File: config.mk
export PLATFORM = sky130hd
export DESIGN_NAME = truth_table_sweeper
export DESIGN_NICKNAME = d
export VERILOG_FILES = /design/src/rtl/sweep_pkg.sv /design/src/rtl/sweep_settle_cnt.sv /design/src/rtl/truth_table_sweeper.sv
export SDC_FILE = /design/constraint.sdc
export NUM_CORES = 1
export LEC_CHECK = 0
export CAP_MARGIN = 20
export CORE_MARGIN = 5
export CORE_UTILIZATION = 40
export DETAILED_ROUTE_END_ITERATION = 16
export SYNTH_ARGS = -nofsm -noshare
export SYNTH_HDL_FRONTEND = slang
export SYNTH_SLANG_ARGS = --single-unit
File: constraint.sdc
create_clock -name clk -period 2.6 [get_ports clk]
set_clock_uncertainty 0.05 [all_clocks]
set_input_delay 0.52 -clock clk [delete_from_list [all_inputs] [get_ports clk]]
set_output_delay 0.52 -clock clk [all_outputs]
set_load 0.05 [all_outputs]
File: src/rtl/sweep_pkg.sv
// Shared definitions for the truth-table sweeper: FSM encoding and the golden table
// of the 3-input Circuit it is normally wrapped around.
package sweep_pkg;

  typedef enum logic [1:0] {
    IDLE   = 2'd0,
    DRIVE  = 2'd1,
    SAMPLE = 2'd2,
    DONE   = 2'd3
  } state_t;

  // Bit i is the Circuit output for input index i = {A,B,C}.
  localparam logic [7:0] CIRCUIT_TT = 8'h1A;

endpackage

File: src/rtl/sweep_settle_cnt.sv
// Loadable down-counter that times how long each vector is held before sampling.
// It stops at zero and flags it so the FSM knows the vector has settled.
module sweep_settle_cnt
  import sweep_pkg::*;
#(
  parameter int W = 1
) (
  input  logic         clk,
  input  logic         rst,
  input  logic         load,
  input  logic [W-1:0] load_val,
  input  logic         dec,
  output logic         zero
);

  logic [W-1:0] cnt_q;
  logic [W-1:0] cnt_d;

  always_comb begin
    cnt_d = cnt_q;
    if (load) begin
      cnt_d = load_val;
    end else if (dec && (cnt_q != '0)) begin
      cnt_d = cnt_q - 1'b1;
    end
  end

  always_ff @(posedge clk or posedge rst) begin
    if (rst) begin
      cnt_q <= '0;
    end else begin
      cnt_q <= cnt_d;
    end
  end

  assign zero = (cnt_q == '0);

endmodule

File: src/rtl/truth_table_sweeper.sv
// Clocked exhaustive sweep of a small combinational circuit: drives every input vector,
// captures the output into a truth table and compares it against the golden table.
module truth_table_sweeper
  import sweep_pkg::*;
#(
  parameter int                  N_IN     = 3,
  parameter int                  SETTLE   = 1,
  parameter logic [2**N_IN-1:0]  EXPECTED = CIRCUIT_TT
) (
  input  logic                 clk,
  input  logic                 rst,
  input  logic                 start,
  output logic [N_IN-1:0]      dut_in,
  input  logic                 dut_out,
  output logic                 busy,
  output logic                 done,
  output logic [2**N_IN-1:0]   table_out,
  output logic                 pass,
  output logic                 fail_valid,
  output logic [N_IN-1:0]      first_fail
);

  localparam int                NV          = 2**N_IN;
  localparam int                CW          = (SETTLE > 1) ? $clog2(SETTLE) : 1;
  localparam logic [CW-1:0]     SETTLE_LOAD = CW'(SETTLE - 1);
  localparam logic [N_IN-1:0]   LAST_IDX    = N_IN'(NV - 1);

  state_t            state_q, state_d;
  logic [N_IN-1:0]   idx_q, idx_d;
  logic              busy_q, busy_d;
  logic              done_q, done_d;
  logic [NV-1:0]     table_q, table_d;
  logic              pass_q, pass_d;
  logic              fail_valid_q, fail_valid_d;
  logic [N_IN-1:0]   first_fail_q, first_fail_d;

  logic cnt_load;
  logic cnt_dec;
  logic cnt_zero;

  sweep_settle_cnt #(
    .W (CW)
  ) u_settle (
    .clk      (clk),
    .rst      (rst),
    .load     (cnt_load),
    .load_val (SETTLE_LOAD),
    .dec      (cnt_dec),
    .zero     (cnt_zero)
  );

  always_comb begin
    state_d      = state_q;
    idx_d        = idx_q;
    busy_d       = busy_q;
    done_d       = 1'b0;
    table_d      = table_q;
    pass_d       = pass_q;
    fail_valid_d = fail_valid_q;
    first_fail_d = first_fail_q;
    cnt_load     = 1'b0;
    cnt_dec      = 1'b0;

    case (state_q)
      IDLE: begin
        if (start) begin
          state_d      = DRIVE;
          idx_d        = '0;
          busy_d       = 1'b1;
          table_d      = '0;
          pass_d       = 1'b0;
          fail_valid_d = 1'b0;
          first_fail_d = '0;
          cnt_load     = 1'b1;
        end
      end
      DRIVE: begin
        if (cnt_zero) begin
          state_d = SAMPLE;
        end else begin
          cnt_dec = 1'b1;
        end
      end
      SAMPLE: begin
        table_d[idx_q] = dut_out;
        // Only the lowest mismatching index is kept.
        if ((dut_out != EXPECTED[idx_q]) && !fail_valid_q) begin
          fail_valid_d = 1'b1;
          first_fail_d = idx_q;
        end
        if (idx_q == LAST_IDX) begin
          state_d = DONE;
          busy_d  = 1'b0;
          pass_d  = (table_d == EXPECTED);
        end else begin
          state_d  = DRIVE;
          idx_d    = idx_q + 1'b1;
          cnt_load = 1'b1;
        end
      end
      DONE: begin
        state_d = IDLE;
        done_d  = 1'b1;
      end
      default: begin
        state_d = IDLE;
      end
    endcase
  end

  always_ff @(posedge clk or posedge rst) begin
    if (rst) begin
      state_q      <= IDLE;
      idx_q        <= '0;
      busy_q       <= 1'b0;
      done_q       <= 1'b0;
      table_q      <= '0;
      pass_q       <= 1'b0;
      fail_valid_q <= 1'b0;
      first_fail_q <= '0;
    end else begin
      state_q      <= state_d;
      idx_q        <= idx_d;
      busy_q       <= busy_d;
      done_q       <= done_d;
      table_q      <= table_d;
      pass_q       <= pass_d;
      fail_valid_q <= fail_valid_d;
      first_fail_q <= first_fail_d;
    end
  end

  assign dut_in     = idx_q;
  assign busy       = busy_q;
  assign done       = done_q;
  assign table_out  = table_q;
  assign pass       = pass_q;
  assign fail_valid = fail_valid_q;
  assign first_fail = first_fail_q;

endmodule

Yosys cells after proc, flatten, opt, wreduce, memory -nomap -nowiden
Memory sizes are Yosys's and may differ from the RTL's.
Cells that the tools add are included.
{"block": "word_totals", "n_memories": 1, "romBits": 8, "inputBits": 4, "elab_cells": 68, "reg_bits": 21, "output_inout_bits": 18}
{"name": "(no name shown)", "words": 8, "width": 1, "read_ports": 1, "rd_ports_with_merged_regs": 0, "wr": 0, "line_no": "truth_table_sweeper.sv:87", "text": "if ((dut_out != EXPECTED[idx_q]) && !fail_valid_q) begin"}
{"block": "op_classes", "n_mux": 31, "n_reduce_logical": 12, "n_addsub": 2, "eq_ne": 11, "n_lt_le_gt_ge": 2}
{"op": "$pmux 8 s2", "count": 1}
{"op": "$mux 1", "count": 14}
{"op": "$pmux 3 s2", "count": 2}
{"op": "$ne 2x2->1 const B", "count": 5}
{"op": "$mux 3", "count": 3}
{"op": "$reduce_and 3->1", "count": 3}
{"op": "$bwmux 8", "count": 1}
{"op": "$eq 8x5->1 const B", "count": 1}
{"op": "$mux 8", "count": 1}
{"op": "$pmux 1 s2", "count": 4}
{"op": "$pmux 2 s4", "count": 1}
{"op": "$mux 2", "count": 3}
{"op": "$eq 2x2->1 const B", "count": 2}
{"op": "$lt 3x4->1 const B", "count": 1}
{"op": "$reduce_and 2->1", "count": 2}
{"op": "$reduce_bool 2->1", "count": 2}
{"op": "$add 3x1->3 const B", "count": 1}
{"op": "$demux 1 s3", "count": 1}
{"op": "$eq 3x3->1 const B", "count": 1}
{"op": "$ge 3x1->1 const B", "count": 1}
{"op": "$logic_and 1x1->1", "count": 3}
{"op": "$eq 2x1->1 const B", "count": 1}
{"op": "$logic_not 2->1", "count": 1}
{"op": "$logic_not 1->1", "count": 1}
{"op": "2 further kinds", "count": 2}

Longest topological paths before layout
{"block": "depth", "depth_word": 8, "depth_mapped": 8, "ltp_nobuf": 6}

By module
From an unflattened synthesis, not the netlist that was laid out.
{"block": "unflattened", "cells_unflattened": 129, "hier_area_um2": 1131.1}
{"mod": "truth_table_sweeper", "area_per_inst_um2": 1082.3, "cells_per_inst": 124, "seq_area_each_um2": 500.5, "n_inst": 1}
{"mod": "sweep_settle_cnt", "area_per_inst_um2": 48.8, "cells_per_inst": 5, "seq_area_each_um2": 25.0, "n_inst": 1}

Least setup slack after synthesis
OpenSTA, ideal clock, no wires.
{"block": "synth_path", "path_kind": "register to register", "startpoint": "register idx_q[0] (netlist: dut_in[0])", "endpoint": "register first_fail_q[0] (netlist: first_fail[0])", "setup_slack_ns": 0.229, "stages_incl_launch_ff": 9, "arrival_ns": 2.220, "synth_period_minus_slack_ns": 2.371, "t_required_ns": 2.449, "path_cell_list": "dfrtp_1 buf_2 buf_1 inv_1 ha_1 mux2i_1 xnor2_1 or2_4 o311ai_2"}
{"block": "synth_between", "elab_chain_cells": 6, "elab_cells_between_ends": 8}
{"item": "from (decl)", "line_no": "truth_table_sweeper.sv:29", "text": "logic [N_IN-1:0] idx_q, idx_d;"}
{"item": "from (signal assigned)", "line_no": "truth_table_sweeper.sv:123", "text": "idx_q <= idx_d;"}
{"item": "$mem_v2 8x1"}
{"item": "$mux 1 (not written as such)", "line_no": "truth_table_sweeper.sv:87"}
{"item": "$ne 1x1->1", "line_no": "truth_table_sweeper.sv:87"}
{"item": "$logic_and 1x1->1", "line_no": "truth_table_sweeper.sv:87"}
{"item": "$ne 2x2->1 (no source line)"}
{"item": "$reduce_and 3->1 (no source line)"}
{"item": "to (signal assigned)", "line_no": "truth_table_sweeper.sv:129", "text": "first_fail_q <= first_fail_d;"}
{"item": "to (decl)", "line_no": "truth_table_sweeper.sv:35", "text": "logic [N_IN-1:0] first_fail_q, first_fail_d;"}
Parallel ways exist; a longest one is shown, timed or not. The select of a mux whose other input is x is not followed.
A chain may end at the register's enable or synchronous reset.

Final worst setup path
{"block": "layout_path", "startpoint": "register idx_q[0] (netlist: dut_in[0])", "endpoint": "output dut_in[0]"}
{"item": "to (decl)", "line_no": "truth_table_sweeper.sv:13", "text": "output logic [N_IN-1:0] dut_in,"}
No word-level cell between the ends.

==> key figures <==
Timing
  • Final hold vios: 0
  • Final Max Tran Viols: 0
  • Finish-stage setup viols: 0
  • Fin crit share: between 90 and 100%
  • Fmax: slightly above 0.4 GHz
  • Post-layout minimum cycle time: 2.44 ns
  • Fin Setup TNS: 0 ns
  • RSZ-0062 raised after global routing: no
  • Final setup margin: 0.162 ns
  • Worst-Margin Slew: about 0.50 ns
  • Slew HR: roughly two thirds

Power and ir drop
  • Total power: ~1600 uW
  • Leak pwr: 0.000635 uW
  • Largest vdd supply drop: 504 uV
  • Pwr/cell area: 1050 nW/um2

Setup path
  • Crit Path Class: flip-flop to output port
  • CP Buf/Inv Count: 1
  • Critical Path, Cell by Cell: clkdlybuf4s50_1
  • Max FO, Critical Path: 15
  • Reg2reg path depth: 6
  • Worst path max stage delay: 0.90 ns
  • Slowest-stage cell, CP: clkdlybuf4s50_1
  • Worst Setup Start Kind: flip-flop
  • Critical Path End Type: output port
  • Worst path required time: 2.03 ns
  • RR Endpoint: first_fail[1]
  • Reg-to-reg startpoint: dut_in[0]
  • R2R setup slack: 0.56 ns
  • Arrival time at the worst endpoint: roughly 1.9 ns
  • Delay-heaviest family, CP: buffers and inverters

Synthesis
  • Mapped Nets: 143
  • Mean Syn Cell Area: slightly above 9 um2
  • Area leader, netlist: dfrtp_1
  • Synth area leaders: dfrtp_1 (42%), o21ai_0 (6.0%), o311ai_2 (3.9%)
  • EDFF count, synth: 0
  • Top FF cell, synth: dfrtp_1
  • Seq cells post-synth: 21
  • Sequential share of the synthesized area: 42.0%
  • Synthesized area: approximately 1200 um2
  • Async SR Flop Fraction: 100%
  • Synth cell types: 37
  • Synth top area share: 42.0%
  • Yosys warns: 0
  • Cells after synthesis: 136

Cells and area
  • Synth-to-layout area growth: 21.8%
  • Share of cells above drive strength 1: 9.68%
  • Nets: 163
  • Antenna Cells: 0
  • Final Non-Filler Cells: 199
  • Most frequent cells in the layout: dfrtp_1 (21), clkdlybuf4s50_1 (21), o21ai_0 (15)

Job
  • Max-cap violation count: 0

Drt
  • Final ANT Viol Nets: 0
  • Initial drt markers: 58
  • Drt via density: 5.36
  • WL/cell: 15.0 um
  • Vias: 1067
  • Drc violations: 0
  • DRT Pass-1 Iters: 5
  • Routed WL: around 3 mm

Global route
  • Final global-route overflow total: 0
  • Vias in the first global route: 1060
  • First-pass GRT wire length: 5.16 mm
  • Largest net degree at the start of global routing: 22
  • Global-route usage over all layers: 15.4%
  • Initial antenna violation count: 0

Place
  • Dpl cells: 195
  • Gpl congestion: 0.845
  • I/O Buffers: 21
  • Pre-CTS setup slack: roughly 0.40 ns
  • Post-detail-place hpwl: roughly 2.1 mm

Hold path
  • Worst hold path class: flip-flop to flip-flop
  • Hold Crit Depth: 1
  • Hold path endpoint: state_q[1]
  • Worst Min Path Start: u_settle.cnt_q

Floorplanning
  • Core region area: approximately 3000 um2
  • Std-Cell Rows: 20
  • Die X-Extent: 65.9 um
  • Die ar.: 4340 um2
  • Die H: 65.9 um
  • I/O Pins: 22
  • Starting density of the core: 41.3%

Clocking
  • Resize count post-CTS: 0
  • Clock Pin Slew Worst Setup and Hold Paths: 0.13 ns
  • CTS tree: built
  • Setup bufs post-CTS: 0
  • Clk buf depth: 2
  • Worst-Skew Late Latency: approximately 0.3 ns
  • Number of hold buffers added after CTS: 0
  • Root buf cell: clkbuf_4
  • CTS Buf Count: 3
  • CTS Sinks: 21
  • H-tree depth: 1

Run status
  • Outcome: complete, no violations
==> state kept, by name, summed over array words and instances (netlist names) <==
signal / flops
first_fail: 3
u_settle.cnt_q: 1
state_q: 2
table_out: 8
fail_valid: 1
dut_in: 3
pass: 1
done: 1
busy: 1
==> routing by layer <==
metal / global-route usage, % / part of all wire, %
met5: 0 / 0
met4: 4.40 / 0.60
met3: 2.21 / 2.8
met2: 25.5 / 50
met1: 20.6 / 47
==> cells in the mapped netlist (3+ instances only) <==
library cell	instances
a21oi_1	8
a22o_1	4
buf_2	4
clkbuf_1	3
dfrtp_1	21
ha_1	3
inv_1	8
mux2i_1	4
nand2_1	11
nand2b_1	4
nand3_1	3
nor2_1	8
nor3_1	4
o211ai_1	4
o21ai_0	15
o22ai_1	3
o311ai_2	3
==> logic make-up (layout without fill, tap and decap cells) <==
group,after synthesis,after routing,synth area share [%]
mux,4,4,3.20
fa+ha+maj,3,3,3.00
simple gates,41,41,17.0
compound gates,47,47,26.9
flops,21,21,42.0
buf+inv,18,37,6.41
xor+xnor,2,2,1.40
==> power by group <==
group	leakage (uW)	internal, uW	switching, uW
Combinational	0.000338	318	579
Clock	0.0000177	57.3	106
Sequential	0.000279	405	136
==> per-stage QoR <==
| step | cell area, um2 | utilization, % | hold WS [ns] |
|---|---|---|---|
| 6_report | 1520 | 50.3 | 0.448 |
| 5_1_grt | 1520 | 50.3 | 0.467 |
| 4_1_cts | 1520 | 50.3 | 0.447 |
| 3_5_place_dp | 1500 | 49.4 | 0.429 |
| 3_3_place_gp | 1500 | 49.4 | 0.415 |
| 2_1_floorplan | 1250 | - | 0.395 |
==> worst max-delay path by stage <==
stage               cells past startpoint      start            end
CTS                                     1  dut_in[0]      dut_in[0]
global route                            1  dut_in[0]      dut_in[0]
floorplan                               8  dut_in[0]  first_fail[0]
finish                                  1  dut_in[0]      dut_in[0]
detailed placement                      5    dut_out  first_fail[1]
global placement                        5    dut_out           pass
==> final cells by class <==
cell class / count / area, um2
Inverter: 8 / 30.0
Fill cell: 305 / 1510
Timing Repair Buffer: 25 / 240
Multi-Input combinational cell: 97 / 644
Clock inverter: 1 / 5.00
Clock buffer: 3 / 22.5
Tap cell: 44 / 55.1
Sequential cell: 21 / 526
(Power assumes the default switching activity.)
